===== config.mk =====
export PLATFORM = sky130hd
export DESIGN_NAME = r2sdf_bf_stage
export DESIGN_NICKNAME = d
export VERILOG_FILES = /design/src/rtl/r2sdf_bf_stage.sv
export SDC_FILE = /design/constraint.sdc
export NUM_CORES = 1
export LEC_CHECK = 0
export ABC_AREA = 0
export CORE_MARGIN = 4
export CORE_UTILIZATION = 30
export DETAILED_ROUTE_END_ITERATION = 10
export MAX_ROUTING_LAYER = met4
export PLACE_DENSITY = 0.43
export SLEW_MARGIN = 20
export SYNTH_ARGS = -nofsm -noshare
export SYNTH_HDL_FRONTEND = slang
export SYNTH_SLANG_ARGS = --single-unit
export TNS_END_PERCENT = 5

===== constraint.sdc =====
create_clock -name clk -period 21 [get_ports clk]
set_input_delay 3.15 -clock clk [delete_from_list [all_inputs] [get_ports clk]]
set_output_delay 3.15 -clock clk [all_outputs]
set_load 0.005 [all_outputs]

===== src/rtl/r2sdf_bf_stage.sv =====
// Radix-2 SDF decimation-in-frequency butterfly stage with a DELAY-deep feedback line.
// Emits halved sums/differences plus the twiddle select/index for the downstream multiplier.
module r2sdf_bf_stage #(
  parameter int width      = 16,
  parameter int DELAY      = 8,
  parameter int LOG2_DELAY = 3,
  localparam int IW        = (LOG2_DELAY > 0) ? LOG2_DELAY : 1
) (
  input  logic                    clk,
  input  logic                    rst,
  input  logic                    in_valid,
  input  logic                    flush,
  input  logic signed [width-1:0] in_re,
  input  logic signed [width-1:0] in_im,
  output logic                    out_valid,
  output logic signed [width-1:0] out_re,
  output logic signed [width-1:0] out_im,
  output logic                    tw_sel,
  output logic [IW-1:0]           tw_idx
);

  logic [LOG2_DELAY:0]     cnt_reg;
  logic                    primed_reg;
  logic signed [width-1:0] dl_re_reg [DELAY];
  logic signed [width-1:0] dl_im_reg [DELAY];

  logic                    step;
  logic                    phase;
  logic [IW-1:0]           k;
  logic signed [width-1:0] x_re, x_im;
  logic signed [width-1:0] head_re, head_im;
  logic signed [width:0]   sum_re_w, sum_im_w, dif_re_w, dif_im_w;
  logic signed [width-1:0] fb_re, fb_im;

  assign step  = in_valid | flush;
  assign phase = cnt_reg[LOG2_DELAY];

  generate
    if (LOG2_DELAY > 0) begin : g_k
      assign k = cnt_reg[IW-1:0];
    end else begin : g_k0
      assign k = '0;
    end
  endgenerate

  // Flush-only cycles push zeros so draining never mixes in stale input data.
  assign x_re    = in_valid ? in_re : '0;
  assign x_im    = in_valid ? in_im : '0;
  assign head_re = dl_re_reg[0];
  assign head_im = dl_im_reg[0];

  // One guard bit, then dropping the LSB gives the floor of the halved result.
  assign sum_re_w = {head_re[width-1], head_re} + {x_re[width-1], x_re};
  assign sum_im_w = {head_im[width-1], head_im} + {x_im[width-1], x_im};
  assign dif_re_w = {head_re[width-1], head_re} - {x_re[width-1], x_re};
  assign dif_im_w = {head_im[width-1], head_im} - {x_im[width-1], x_im};

  assign fb_re = phase ? dif_re_w[width:1] : x_re;
  assign fb_im = phase ? dif_im_w[width:1] : x_im;

  // Entry 0 is the oldest sample; new data enters at the top.
  generate
    for (genvar gi = 0; gi < DELAY; gi++) begin : g_dl
      always_ff @(posedge clk) begin
        if (rst) begin
          dl_re_reg[gi] <= '0;
          dl_im_reg[gi] <= '0;
        end else if (step) begin
          if (gi == DELAY - 1) begin
            dl_re_reg[gi] <= fb_re;
            dl_im_reg[gi] <= fb_im;
          end else begin
            dl_re_reg[gi] <= dl_re_reg[(gi + 1) % DELAY];
            dl_im_reg[gi] <= dl_im_reg[(gi + 1) % DELAY];
          end
        end
      end
    end
  endgenerate

  always_ff @(posedge clk) begin
    if (rst) begin
      cnt_reg    <= '0;
      primed_reg <= 1'b0;
      out_valid  <= 1'b0;
      out_re     <= '0;
      out_im     <= '0;
      tw_sel     <= 1'b0;
      tw_idx     <= '0;
    end else begin
      out_valid <= step & (primed_reg | phase);
      if (step) begin
        cnt_reg <= cnt_reg + (LOG2_DELAY + 1)'(1);
        if (phase) begin
          primed_reg <= 1'b1;
          out_re     <= sum_re_w[width:1];
          out_im     <= sum_im_w[width:1];
          tw_sel     <= 1'b0;
          tw_idx     <= '0;
        end else begin
          out_re     <= head_re;
          out_im     <= head_im;
          tw_sel     <= 1'b1;
          tw_idx     <= k;
        end
      end
    end
  end

endmodule

==> results.tsv <==
stage	metric	value	unit
worst_setup_path	worst endpoint required time	21.15	ns
timing	Tcrit/Tclk final	0.2887	
clock_tree	Max Root-Sink Buffers	3	
die	Die Wd	228.6	µm
drt	vias	9288	
power_and_ir_drop	Max VDD drop	0.05322	mV
drt	routed length per placed instance	16.98	µm
clock_tree	CTS root buf	clkbuf_16	
cells_and_area	Area growth syn-to-layout	16.10	%
global_route	vias in the first global route	9033	
worst_setup_path	Crit Path Class	input pin to flop	
clock_tree	TritonCTS buffer count	35	
clock_tree	clk sinks	298	
worst_setup_path	Crit path arrival time	6.21	ns
global_route	first-pass GRT wire length	52810	µm
synthesis	Post-Syn Area per Cell	11.30	µm²
synthesis	most numerous cell in the Yosys netlist	edfxtp_1	
synthesis	top post-synthesis cells by area	edfxtp_1 53%, and2_1 9.6%, dfxtp_1 5.8%	
cells_and_area	Nets	1435	
global_route	Overflow after GRT	0	
die	# IOs	73	
synthesis	register bit total from synthesis	298	
timing	actual slew at the worst max-slew pin	1.053	ns
place	Placer Congestion	0.8656	
clock_tree	post-cts gate resize count	0	
timing	Final Hold Viols	0	
worst_setup_path	reg2reg setup slack	17.77	ns
die	Starting Density	0.3045	
place	post-DP HPWL	21080	µm
drt	drc violations	0	
synthesis	EDFF count, synth	256	
clock_tree	quantity of hold-fixing buffers added after cts	0	
timing	Final Slew Violations	0	
timing	TNS Setup	0	ns
drt	First-pass DRT Iterations	7	
timing	Rel. slew slack	0.2983	
timing	f_max	0.1649	GHz
drt	antenna-violating nets left	0	
run_status	status	completed	
job	Max-Cap Viols	0	
power_and_ir_drop	Pleak	0.006886	µW
worst_setup_path	CP endpoint kind	flop	
clock_tree	H-tree lvl count	2	
die	Core Area	47950	µm²
timing	Final setup viols	0	
die	total die area	52260	µm²
synthesis	sequential area share after synthesis	0.5842	
clock_tree	TritonCTS clock tree	yes	
synthesis	Post-synth top flop	edfxtp_1	
timing	RSZ-0062 raised after global routing	no	
cells_and_area	layout cell share with drive strength beyond 1	0.05674	
global_route	largest net degree at the start of global routing	243	
drt	drt total wl	33510	µm
timing	post-route minimum period	6.063	ns
power_and_ir_drop	Power Dens Cells	83.78	nW/µm²
clock_tree	Post-CTS Setup Inserts	0	
synthesis	Synth area leader	edfxtp_1	
cells_and_area	final instance area	16950	µm²
synthesis	Synth top area share	0.5266	
clock_tree	clock latency at the later pin of the worst-skew pair	0.53	ns
hold_path	HP Class	flop to flop	
die	chip height	228.6	µm
synthesis	synthesized cell area	14600	µm²
place	PortBufs	72	
cells_and_area	final core utilization	0.3535	
global_route	initial antenna violation count	1	
synthesis	synth cell count leaders	256 x edfxtp_1, 225 x and2_1, 115 x nor2_1	
synthesis	count of cell types in the netlist	68	
synthesis	Syn Inst Count	1292	
worst_setup_path	Startpoint Class	input pin	
synthesis	Post-Synthesis Net Count	1396	
place	post-place instance area	15880	µm²
synthesis	ys async rst share	0	
synthesis	Synthesis Warnings	0	
drt	DR iter-0 viols	642	
die	Rows	80	
worst_setup_path	Crit Path Max Fanout	106	
clock_tree	clock-pin slew on the worst setup and hold paths	0.05	ns
drt	Via-to-Cell Ratio	4.708	
global_route	Global Route Usage Sum	0.1297	
timing	Fin Clk Skew	0.01527	ns
[path summary, 6_finish.rpt]
check / from / endpoint / cells past startpoint
worst max-delay path: in_valid / dl_re_reg[1][21]$_SDFFCE_PN0P_ / 6
worst max register to register: dl_re_reg[0][0]$_SDFFCE_PN0P_ / dl_re_reg[1][59]$_SDFFCE_PN0P_ / 9
worst min register to register: out_im[9]$_SDFFE_PP0N_ / out_im[9]$_SDFFE_PP0N_ / 2
worst min-delay path: out_im[9]$_SDFFE_PP0N_ / out_im[9]$_SDFFE_PP0N_ / 2
[worst max-delay path, cell delays in order]
cell and delay [ns]:
buf_2 0.08, buf_4 0.43, or2_2 0.58, nor2_1 0.35
inv_8 0.54, buf_4 0.93
[logic make-up after synthesis]
logic type / share of synthesized area
buf+inv: 0.03685
compound gates: 0.1076
simple gates: 0.1786
flops: 0.5842
fa+ha+maj: 0.06034
xor+xnor: 0.02460
mux: 0.007885
[per-layer routing]
layer / global-route usage / routed length, µm / part of all wire / vias up
li1: - / - / - / 4613
met1: 0.1954 / 18020 / 0.54 / 4481
met2: 0.1766 / 13480 / 0.40 / 148
met3: 0.02156 / 1300 / 0.039 / 46
met4: 0.04152 / 713 / 0.021 / 0
met5: - / 0 / 0 / -
[stage by stage]
step	worst slack [ns]	cells	total power [µW]	hold slack [ns]
after global placement	14.33	1909	858.0	0.4490
after global routing	14.68	1973	1490	0.4921
after floorplan	11.52	1292	809.3	0.4374
final	14.94	1973	1420	0.4656
after CTS	14.83	1972	1450	0.4686
after detailed placement	14.25	1909	858.3	0.4589
[power breakdown]
part | switching, µW | internal [µW] | total [µW]
Sequential | 13.2 | 680 | 693
Clock | 238 | 337 | 575
Combinational | 91.6 | 61.3 | 153
Total | 342 | 1080 | 1420
[final cells by class]
cell class | instances | area [µm²]
fill | 4730 | 31000
tap | 615 | 769.5
multi-input combinational | 853 | 5543
timing repair buffer | 81 | 795.8
clock buffer | 47 | 930.9
clock inverter | 16 | 136.4
sequential | 298 | 8532
antenna | 1 | 2.502
inverter | 62 | 240.2
[cell usage in the layout (no fill, tap or decap), types with 10 or more instances in the layout]
master	synthesis	final
a21oi_1	91	91
clkbuf_16	0	35
dfxtp_1	42	41
inv_1	61	60
clkdlybuf4s50_1	0	71
edfxtp_1	256	256
a211oi_1	27	27
nor3_1	13	13
xnor2_1	33	33
nand2_1	63	63
clkbuf_1	74	11
and3_1	16	16
nand3_1	12	12
ha_1	64	64
o21bai_1	11	11
a31oi_1	10	10
nor2_1	115	113
o21ai_0	36	36
and2_1	225	225
(Power assumes the default switching activity.)
